[config.mk]
export PLATFORM = sky130hd
export DESIGN_NAME = pixel_array_ctrl
export DESIGN_NICKNAME = d
export VERILOG_FILES = /design/src/rtl/pixel_array_ctrl.sv
export SDC_FILE = /design/constraint.sdc
export NUM_CORES = 1
export LEC_CHECK = 0
export BUFFER_PORTS_ARGS = -buffer_cell sky130_fd_sc_hd__buf_4
export CAP_MARGIN = 15
export CORE_MARGIN = 2
export CORE_UTILIZATION = 40
export DETAILED_ROUTE_END_ITERATION = 16
export SYNTH_ARGS = -nofsm -noshare
export SYNTH_HDL_FRONTEND = slang
export SYNTH_SLANG_ARGS = --single-unit
[constraint.sdc]
create_clock -name clk -period 4.35 [get_ports clk]
set_clock_uncertainty 0.15 [all_clocks]
set_input_delay 0.87 -clock clk [delete_from_list [all_inputs] [get_ports clk]]
set_output_delay 0.87 -clock clk [all_outputs]
set_load 0.02 [all_outputs]
[src/rtl/pixel_array_ctrl.sv]
// pixel_array_ctrl
//   Frame sequencer for an N-pixel sensor array that shares one data bus.
//   Runs erase -> expose -> convert -> per-pixel read, drives the ADC code
//   counter onto the shared bus while converting, and hands each sampled
//   pixel code downstream on a valid/ready stream.
//
// Ports
//   clk, reset          rising-edge clock, asynchronous active-low reset
//   start, continuous   frame request (IDLE only) / auto-restart after frame_done
//   abort               synchronous return to IDLE, no frame_done
//   expose_cycles       exposure length, latched at each frame start (0 -> 1)
//   pix_reset, erase, expose, ramp_en, read[N]   pixel array controls
//   bus_out, bus_oe, bus_in                       shared bus drive / sample
//   pix_data, pix_index, pix_valid, pix_ready     sample stream
//   busy, frame_done    status
//
// All outputs are registered and change on the edge that enters a state.
module pixel_array_ctrl #(
  parameter int N_PIXELS     = 4,
  parameter int DATA_W       = 8,
  parameter int EXP_W        = 16,
  parameter int ERASE_CYCLES = 5,
  parameter int READ_SETTLE  = 2,
  localparam int IDX_W       = (N_PIXELS > 1) ? $clog2(N_PIXELS) : 1
) (
  input  logic                clk,
  input  logic                reset,
  input  logic                start,
  input  logic                continuous,
  input  logic                abort,
  input  logic [EXP_W-1:0]    expose_cycles,
  output logic                pix_reset,
  output logic                erase,
  output logic                expose,
  output logic                ramp_en,
  output logic [N_PIXELS-1:0] read,
  output logic [DATA_W-1:0]   bus_out,
  output logic                bus_oe,
  input  logic [DATA_W-1:0]   bus_in,
  output logic [DATA_W-1:0]   pix_data,
  output logic [IDX_W-1:0]    pix_index,
  output logic                pix_valid,
  input  logic                pix_ready,
  output logic                busy,
  output logic                frame_done
);

  // Counter must hold 2^DATA_W, ERASE_CYCLES, 2^EXP_W-1 and READ_SETTLE.
  localparam int W_A   = (DATA_W + 1 > EXP_W) ? DATA_W + 1 : EXP_W;
  localparam int W_E   = $clog2(ERASE_CYCLES + 1);
  localparam int W_R   = $clog2(READ_SETTLE + 1);
  localparam int W_B   = (W_E > W_R) ? W_E : W_R;
  localparam int CNT_W = (W_A > W_B) ? W_A : W_B;

  localparam logic [CNT_W-1:0]    ERASE_LAST = CNT_W'(ERASE_CYCLES - 1);
  localparam logic [CNT_W-1:0]    READ_LAST  = CNT_W'(READ_SETTLE - 1);
  localparam logic [CNT_W-1:0]    CONV_LAST  = CNT_W'((64'd1 << DATA_W) - 64'd1);
  localparam logic [IDX_W-1:0]    PIX_LAST   = IDX_W'(N_PIXELS - 1);
  localparam logic [N_PIXELS-1:0] ONE_HOT0   = N_PIXELS'(1);

  typedef enum logic [2:0] {
    ST_IDLE, ST_ERASE, ST_EXPOSE, ST_CONVERT, ST_READ_STROBE, ST_READ_WAIT
  } state_t;

  state_t             state;
  logic [CNT_W-1:0]   cnt;
  logic [IDX_W-1:0]   pix;
  logic [EXP_W-1:0]   exp_len;
  logic [EXP_W-1:0]   exp_clamped;

  assign exp_clamped = (expose_cycles == '0) ? EXP_W'(1) : expose_cycles;

  always_ff @(posedge clk or negedge reset) begin
    if (!reset) begin
      state      <= ST_IDLE;
      pix_reset  <= 1'b1;
      erase      <= 1'b0;
      expose     <= 1'b0;
      ramp_en    <= 1'b0;
      read       <= '0;
      bus_out    <= '0;
      bus_oe     <= 1'b0;
      pix_data   <= '0;
      pix_index  <= '0;
      pix_valid  <= 1'b0;
      busy       <= 1'b0;
      frame_done <= 1'b0;
      cnt        <= '0;
      pix        <= '0;
      exp_len    <= '0;
    end else if (abort) begin
      // Same as reset except the latched exposure, which is reloaded at start.
      state      <= ST_IDLE;
      pix_reset  <= 1'b1;
      erase      <= 1'b0;
      expose     <= 1'b0;
      ramp_en    <= 1'b0;
      read       <= '0;
      bus_out    <= '0;
      bus_oe     <= 1'b0;
      pix_data   <= '0;
      pix_index  <= '0;
      pix_valid  <= 1'b0;
      busy       <= 1'b0;
      frame_done <= 1'b0;
      cnt        <= '0;
      pix        <= '0;
    end else begin
      frame_done <= 1'b0;
      case (state)
        ST_IDLE: begin
          if (start) begin
            exp_len   <= exp_clamped;
            state     <= ST_ERASE;
            pix_reset <= 1'b0;
            erase     <= 1'b1;
            busy      <= 1'b1;
            cnt       <= '0;
          end
        end
        ST_ERASE: begin
          if (cnt == ERASE_LAST) begin
            state  <= ST_EXPOSE;
            erase  <= 1'b0;
            expose <= 1'b1;
            cnt    <= '0;
          end else begin
            cnt <= cnt + CNT_W'(1);
          end
        end
        ST_EXPOSE: begin
          if (cnt == CNT_W'(exp_len - EXP_W'(1))) begin
            state   <= ST_CONVERT;
            expose  <= 1'b0;
            ramp_en <= 1'b1;
            bus_oe  <= 1'b1;
            bus_out <= '0;
            cnt     <= '0;
          end else begin
            cnt <= cnt + CNT_W'(1);
          end
        end
        ST_CONVERT: begin
          // bus_oe falls on the same edge read[0] rises, so the last cycle
          // with the bus driven is the one just before the first strobe.
          if (cnt == CONV_LAST) begin
            state   <= ST_READ_STROBE;
            ramp_en <= 1'b0;
            bus_oe  <= 1'b0;
            bus_out <= '0;
            cnt     <= '0;
            pix     <= '0;
            read    <= ONE_HOT0;
          end else begin
            cnt     <= cnt + CNT_W'(1);
            bus_out <= bus_out + DATA_W'(1);
          end
        end
        ST_READ_STROBE: begin
          // Sample on the last settle cycle; strobe drops on the same edge.
          if (cnt == READ_LAST) begin
            state     <= ST_READ_WAIT;
            read      <= '0;
            pix_data  <= bus_in;
            pix_index <= pix;
            pix_valid <= 1'b1;
            cnt       <= '0;
          end else begin
            cnt <= cnt + CNT_W'(1);
          end
        end
        ST_READ_WAIT: begin
          // The frame_done cycle is spent here so busy stays high across
          // back-to-back continuous frames.
          if (frame_done) begin
            if (continuous) begin
              exp_len <= exp_clamped;
              state   <= ST_ERASE;
              erase   <= 1'b1;
              cnt     <= '0;
            end else begin
              state     <= ST_IDLE;
              pix_reset <= 1'b1;
              busy      <= 1'b0;
            end
          end else if (pix_valid && pix_ready) begin
            pix_valid <= 1'b0;
            if (pix == PIX_LAST) begin
              frame_done <= 1'b1;
            end else begin
              pix   <= pix + IDX_W'(1);
              read  <= ONE_HOT0 << (pix + IDX_W'(1));
              state <= ST_READ_STROBE;
              cnt   <= '0;
            end
          end
        end
        default: state <= ST_IDLE;
      endcase
    end
  end

endmodule

Word level (Yosys, flattened, before mapping) --
Cells that the tools add are included. Widths: inputs -> output; s select.
Word-level totals: flip-flop bits (word level) 66, latch bits 0, RAM bits 0, memory bits (read-only) 0, output and inout port bits 30, word-level logic and storage cells 157, memories kept 0
Cells by class: add/sub/neg operators 4, $mul 0, divide/modulo/power cells 0, magnitude comparators 0, equality and inequality tests 27, shift-type cells 1, multiplexer cells 83, bitwise gates (word level) 1, reductions and logical operators 26
Operators with widths (count):
- $mux 16 | 14
- $pmux 16 s6 | 1
- $mux 8 | 6
- $ne 3x3->1 const B | 11
- $pmux 16 s2 | 1
- $mux 1 | 28
- $mux 3 | 9
- $mux 4 | 6
- $reduce_and 5->1 | 4
- $pmux 3 s6 | 1
- $add 16x1->16 const B | 1
- $eq 16x1->1 const B | 1
- $eq 16x16->1 | 1
- $eq 16x3->1 const B | 1
- $eq 16x8->1 const B | 1
- $logic_not 16->1 | 1
- $mux 2 | 8
- $pmux 8 s2 | 1
- $sub 16x1->16 const B | 1
- $reduce_bool 3->1 | 5
- $ne 4x4->1 const B | 3
- $pmux 4 s3 | 1
- $pmux 1 s2 | 5
- $add 8x1->8 const B | 1
- other kinds (20) | 30

Depth between registers and ports, before layout --
Gate-level depths: netlist of run 1.
depth after elaboration 7, mapped depth 11

Worst setup path after synthesis of run 1 --
No wires, ideal clock.
path kind reg-to-reg, start register exp_len[0], end register cnt[6], arrival time 2607 ps, data required time 4060 ps, slack 1453 ps, stages on the path, launching flop included 12, clock period less this slack 2897 ps, cells stage by stage dfrtp_1 inv_1 ha_1 nor3b_1 nand4_1 xnor2_1 a211o_1 nor4_4 o41ai_4 buf_6 a21oi_1 a31oi_1
On the way: cells in the longest elaborated chain, start to end 5
RTL lines:
- start, declared | RTL line 68 | logic [EXP_W-1:0] exp_len;
- start signal, assigned | RTL line 113 | exp_len <= exp_clamped;
- start signal, assigned | RTL line 177 | exp_len <= exp_clamped;
- $sub 16x1->16 | RTL line 132 | if (cnt == CNT_W'(exp_len - EXP_W'(1))) begin
- $eq 16x16->1 | RTL line 132
- $mux 16 | RTL line 132
- $pmux 16 s6 | RTL line 110 | case (state)
- $mux 16 | RTL line 91 | end else if (abort) begin
- end signal, assigned | RTL line 128 | cnt <= cnt + CNT_W'(1);
- end signal, assigned | RTL line 140 | cnt <= cnt + CNT_W'(1);
- end signal, assigned | RTL line 155 | cnt <= cnt + CNT_W'(1);
- end, declared | RTL line 66 | logic [CNT_W-1:0] cnt;
Every way passes these cells. A chain may end at the register's enable or synchronous reset.

Worst setup path in the final report of run 1 --
start register exp_len[0], end register cnt[8]
The elaborated chain is that of the path after synthesis.

==> results of run 1 <==
## layout make-up
cell class	instances	area, sq um
Fill cell	959	5050
Multi-Input combinational cell	319	2130
Sequential cell	66	1650
Timing Repair Buffer	63	477
Tap cell	133	166
Clock buffer	10	128
Inverter	19	71.3
Clock inverter	6	57.6
## metrics by stage
step	util	cells	hold slack, ns
floorplan	-	429	0.351
detailed placement	0.461	599	0.339
finish	0.481	616	0.358
global placement	0.461	599	0.335
global route	0.481	616	0.380
CTS	0.480	615	0.357
## power by group through the flow
stage,logic [uW],registers (uW),clock network [uW]
3_3_place_gp,788,939,0
5_1_grt,915,961,542
2_1_floorplan,697,857,0
4_1_cts,808,932,519
6_report,816,933,506
3_5_place_dp,800,944,0
## routing by layer
metal	track usage	routed length, microns	vias up
met5	0	0	-
li1	-	-	1645
met2	0.286	4430	63
met1	0.252	4470	1654
met3	0.0327	336	13
met4	0.0714	152	0
## registers in the layout, indices dropped and copies added, names as in the netlist, 2 cells and up
register,flops
state,3
exp_len,16
bus_out,8
pix_index,2
read,4
pix_data,8
cnt,16
pix,2
## layout by cell type, fill, tap and decap left out, types with 3 or more instances in the layout
cell type and count:
xnor2_1 15, clkinv_2 4, a41oi_1 3, a21o_1 3, nor4_1 10, and3_1 8, nand2b_1 6, a211o_1 3
buf_4 62, ha_1 9, o21ai_0 19, nand4_1 5, xor2_1 7, nand3b_1 4, nor2b_1 4, nand2_1 33
a31oi_1 14, inv_1 19, a22o_1 4, nor3b_1 5, clkbuf_8 9, nor3_1 11, dfrtp_1 65, or3_1 7
nand4b_1 3, a22oi_1 3, mux2_2 14, nand3_1 14, mux2i_1 14, nor2_1 43, a21oi_1 27
## logic make-up after synthesis
logic type | share of synthesized area
AOI/OAI and AO/OA | 0.155
xor gates and xnor gates | 0.0485
adders and majority gates | 0.0283
buffers and inverters | 0.0507
DFF | 0.416
muxes | 0.0749
and+or+nand+nor | 0.226
## worst max path at each step
stage               start      to  slack, ns  cells after the start
3_3_place_gp   exp_len[0]  cnt[6]       0.91                     10
3_5_place_dp   exp_len[0]  cnt[7]       0.72                     10
6_report       exp_len[0]  cnt[8]       0.84                     11
4_1_cts        exp_len[0]  cnt[7]       0.68                     10
2_1_floorplan  exp_len[0]  cnt[6]       1.45                     11
5_1_grt        exp_len[0]  cnt[8]       0.58                     11
## critical path: stages, from the launching register on
cell     delay (ns)
dfrtp_1        0.45
inv_1          0.09
ha_1           0.24
nor3b_1        0.55
nand4_1        0.20
xnor2_1        0.18
a211o_1        0.31
nor4_4         0.50
o41ai_4        0.20
buf_6          0.22
a41oi_1        0.20
a31oi_1        0.06
==> results.cfg, run 1 <==
[power_and_ir_drop]
power_uw = 2250
p_sw_uw = 883
switching_share = 0.391
p_per_area_nw_per_um2 = 482
power_frac_seq = 0.414
power_frac_clock = 0.224
p_leak_uw = 0.00200
p_int_uw = 1370
pwr-share-comb = 0.362
irDropWorstVdd_uv = 161

[clock_tree]
htree_levels = 3
clock_tree.buffer_depth = 2
root_buffer = clkbuf_8
postCtsSetupRepairBufs = 0
cts_resized = 0
cts_made_buffers = 9
path_clk_slew_ns = 0.08
cts_tree = yes
clk_latency_ns = 0.35
cts-hold-fix-buffers = 0
clock-sinks = 66

[finish]
antenna_cells = 0
area_growth_pct = 17.7
nets = 517
layout-drive-gt1-share = 0.219
final_area_sq_um = 4680

[job]
drv_cap = 0

[synthesis]
ys_top_cells_by_count = dfrtp_1 (65), nor2_1 (43), nand2_1 (33)
synth-seq-area-share = 0.416
syn_nets = 468
yosysMostFrequentCell = dfrtp_1
synth_area_sq_um = 3970
synth_area_leaders = dfrtp_1 (41%), nor2_1 (4.1%), mux2_2 (4.0%)
synthCells = 429
synth_seq_cells = 66
ys_async_sr_fraction = 1.00
synth-main-ff-cell = dfrtp_1
synth.avg_cell_area_sq_um = 9.26
yosysWarnings = 0
synth_edf_count = 0
synth_top_area_frac = 0.409
ys_types = 61
synth.largest_area_cell = dfrtp_1

[detailed_routing]
viasPerCell = 5.48
antenna_left = 0
drcViolationCount = 0
drt_wl_total_mm = 9.38
dr_total_vias = 3375
firstDrtPassIters = 5
avgRoutedWirePerCell_microns = 15.2
drtIter0Drc = 170

[setup_path]
ff2ff_path_depth = 11
end_kind = register
cp.required_ns = 4.40
critPathArrivalTime_ns = 3.56
ff2ff_setup_slack_ns = 0.84
critPathKind = reg2reg
r2r-end = cnt[8]
startpoint_type = register
critPathMaxFanout = 16
r2r-start = exp_len[0]

[min_path]
whs_path_depth = 1
min_from = read[0]
hold_path_end = read[0]
hold_path_class = reg2reg

[sta]
finalHoldViolations = 0
tightestPinTransition_ns = 0.854
setup_viol_count_final = 0
setup_slack_ns = 0.840
fmax_mhz = 285
drv_slew = 0
slew_headroom = 0.431
period_share = 0.807
fin_crit_ns = 3.51
fin_setup_tns_ns = 0
rsz0062_at_grt = false

[global_routing]
grt_max_degree = 67
grt_pass1_vias = 3343
grt_usage = 0.183
grt_first_pass_wirelength_mm = 16.2
overflow = 0
antenna_found_initial = 0

[floorplan]
die_y_microns = 104
start_util = 0.408
rows = 36
die_w_microns = 104
ios = 60
die_area_sq_um = 10700
core_area_sq_um = 9730

[outcome]
status = completed

[placed_design]
dpl_worst_slack_ns = 0.720
hpwl_mm = 6.54
gp_congestion = 0.806
portBuffers = 59
post_dp_cell_area_sq_um = 4480
No activity file was read; power rests on OpenSTA's default activity.
==> run 2: changes to the inputs <==
--- a/config.mk
+++ b/config.mk
@@ -5,6 +5,7 @@
 export SDC_FILE = /design/constraint.sdc
 export NUM_CORES = 1
 export LEC_CHECK = 0
+export ABC_AREA = 1
 export BUFFER_PORTS_ARGS = -buffer_cell sky130_fd_sc_hd__buf_4
 export CAP_MARGIN = 15
 export CORE_MARGIN = 2
==> constraint.sdc (replaced) <==
create_clock -name clk -period 3.3 [get_ports clk]
set_clock_uncertainty 0.15 [all_clocks]
set_input_delay 0.66 -clock clk [delete_from_list [all_inputs] [get_ports clk]]
set_output_delay 0.66 -clock clk [all_outputs]
set_load 0.02 [all_outputs]
==> run 2 against run 1 <==
Effect of this change:
- worst hold slack worse by 0.088 ns
- wire length rose by 28%
- clock power up 84%
- largest cell class unchanged
- largest power group is now combinational cells
==> results.cfg, run 2 <==
[detailed_routing]
viasPerCell = 5.09
met3_length_microns = 547
wl_met1_mm = 5.67
drcViolationCount = 0
top_layer = met4
antenna_left = 0
drtIter0Drc = 230
dr_total_vias = 4470
firstDrtPassIters = 5
wl_met2_mm = 5.62
avgRoutedWirePerCell_microns = 13.7
drt_wl_total_mm = 12.0

[power_and_ir_drop]
power_uw = 3810
p_leak_uw = 0.00280
switching_share = 0.442
pwr-share-comb = 0.441
power_frac_clock = 0.245
p_per_area_nw_per_um2 = 681
p_int_uw = 2130
p_sw_uw = 1680
irDropWorstVdd_uv = 411
power_frac_seq = 0.314

[synthesis]
synth.largest_area_cell = dfrtp_1
synth-main-ff-cell = dfrtp_1
ys_async_sr_fraction = 1.00
yosysMostFrequentCell = nand2_1
synth-seq-area-share = 0.347
ys_types = 44
synth_seq_cells = 66
ys_top_cells_by_count = nand2_1 (203), inv_1 (78), nand3_1 (68)
synth.avg_cell_area_sq_um = 7.04
synth_area_leaders = dfrtp_1 (34%), nand2_1 (16%), nand3_1 (7.1%)
yosysWarnings = 0
syn_nets = 716
synth_top_area_frac = 0.341
synth_edf_count = 0
synth_area_sq_um = 4760
synthCells = 677

[sta]
fmax_mhz = 398
period_share = 0.762
fin_setup_tns_ns = 0
slew_headroom = 0.432
fin_crit_ns = 2.51
setup_viol_count_final = 0
finalHoldViolations = 0
drv_slew = 0
tightestPinTransition_ns = 0.852
rsz0062_at_grt = false

[finish]
fillers = 1168
antenna_cells = 0
area_growth_pct = 17.4
layout-drive-gt1-share = 0.193
largest_registers = cnt (16), exp_len (16)
nets = 769
final_common_cell = nand2_1
final_cell_mix = nand2_1 (203), inv_1 (78), nand3_1 (68)
fin_cells = 878
final_area_sq_um = 5590

[setup_path]
r2r-start = exp_len[0]
critPathKind = reg2reg
startpoint_type = register
ff2ff_path_depth = 15
critPathMaxFanout = 11
r2r-end = bus_out[6]
cp.required_ns = 3.37
critPathArrivalTime_ns = 2.58
ff2ff_setup_slack_ns = 0.79
crit_end = bus_out[6]
startpoint = exp_len[0]
end_kind = register

[clock_tree]
root_buffer = clkbuf_16
postCtsSetupRepairBufs = 0
clock_tree.buffer_depth = 2
clock-sinks = 66
cts_resized = 0
htree_levels = 3
cts_tree = yes
clk_latency_ns = 0.35
path_clk_slew_ns = 0.06
cts_made_buffers = 9
cts-hold-fix-buffers = 0

[placed_design]
portBuffers = 59
gp_congestion = 0.856
dp.cells = 862
hpwl_mm = 9.03
post_dp_cell_area_sq_um = 5300

[floorplan]
ios = 60
die_area_sq_um = 12800
core_area_sq_um = 11500
start_util = 0.414
die_w_microns = 113
die_y_microns = 113
rows = 39

[global_routing]
overflow = 0
grt_first_pass_wirelength_mm = 21.0
antenna_found_initial = 0
grt_usage = 0.203
grt_pass1_vias = 4344
grt_max_degree = 67

[min_path]
hold_path_class = in2async

[outcome]
status = completed

[job]
drv_cap = 0
==> run 2: cell types whose count changed in the layout (fill, tap and decap cells not counted), sizes merged, moves of 5 or more <==
cell    before  now
nand2b       6    0
nand3       14   86
mux2i       14    0
and3         8    0
mux2        14    0
nand4        5   10
xor2         7   17
a31oi       14    1
nand2       33  209
or3          7    0
nor2        43   69
inv         19   92
o21ai       21   42
a21oi       27    8
==> run 2: through the flow <==
stage	hold slack, ns	util	worst slack, ns
2_1_floorplan	0.214	-	1.17
3_3_place_gp	0.314	0.461	0.855
3_5_place_dp	0.325	0.461	0.772
4_1_cts	0.310	0.486	0.766
5_1_grt	0.360	0.486	0.570
6_report	0.271	0.486	0.787
==> run 2: power groups by stage <==
stage | registers, uW | clock network [uW] | logic, uW
after detailed placement | 1210 | 0 | 1670
after global routing | 1230 | 988 | 1900
final | 1200 | 932 | 1680
after global placement | 1210 | 0 | 1660
after CTS | 1200 | 954 | 1680
after floorplan | 1210 | 0 | 1210
==> run 2: layer usage <==
metal,vias to the layer above,GRT usage
met5,-,0
met2,90,0.324
li1,2270,-
met3,17,0.0396
met4,0,0.0748
met1,2093,0.276
==> run 2: cell type report <==
class                      instances  area [sq um]  share of cell area
sequential                        66          1650               0.295
tap                              143           179              0.0320
inverter                          91           342              0.0611
timing repair buffer              64           480              0.0859
multi-input combinational        498          2650               0.474
clock buffer                      11           253              0.0452
clock inverter                     5          37.5             0.00671
==> run 2: logic make-up after synthesis <==
group           synth area share
flops                      0.347
buf+inv                   0.0967
simple gates               0.406
compound gates            0.0733
xor+xnor                  0.0533
fa+ha+maj                 0.0236
==> run 2: worst max-delay path, stage by stage, from the launching register on <==
cell,delay [ns]
dfrtp_1,0.41
inv_2,0.13
ha_1,0.26
nand3_4,0.13
nor2_4,0.19
nand3_2,0.07
nand2_1,0.09
inv_1,0.05
nor2_2,0.06
nand2_1,0.06
nor2_2,0.11
nand2_2,0.24
nand3_4,0.20
nand2_4,0.09
nand2_1,0.06
o21ai_0,0.08
==> run 2: how the worst min path moves through the flow <==
stage / start / endpoint / slack (ns) / depth (start not counted)
floorplan: reset / bus_oe / 0.21 / 0
global placement: erase / erase / 0.31 / 2
detailed placement: erase / erase / 0.33 / 2
CTS: reset / exp_len[9] / 0.31 / 1
global route: reset / exp_len[15] / 0.36 / 1
finish: reset / exp_len[15] / 0.27 / 1
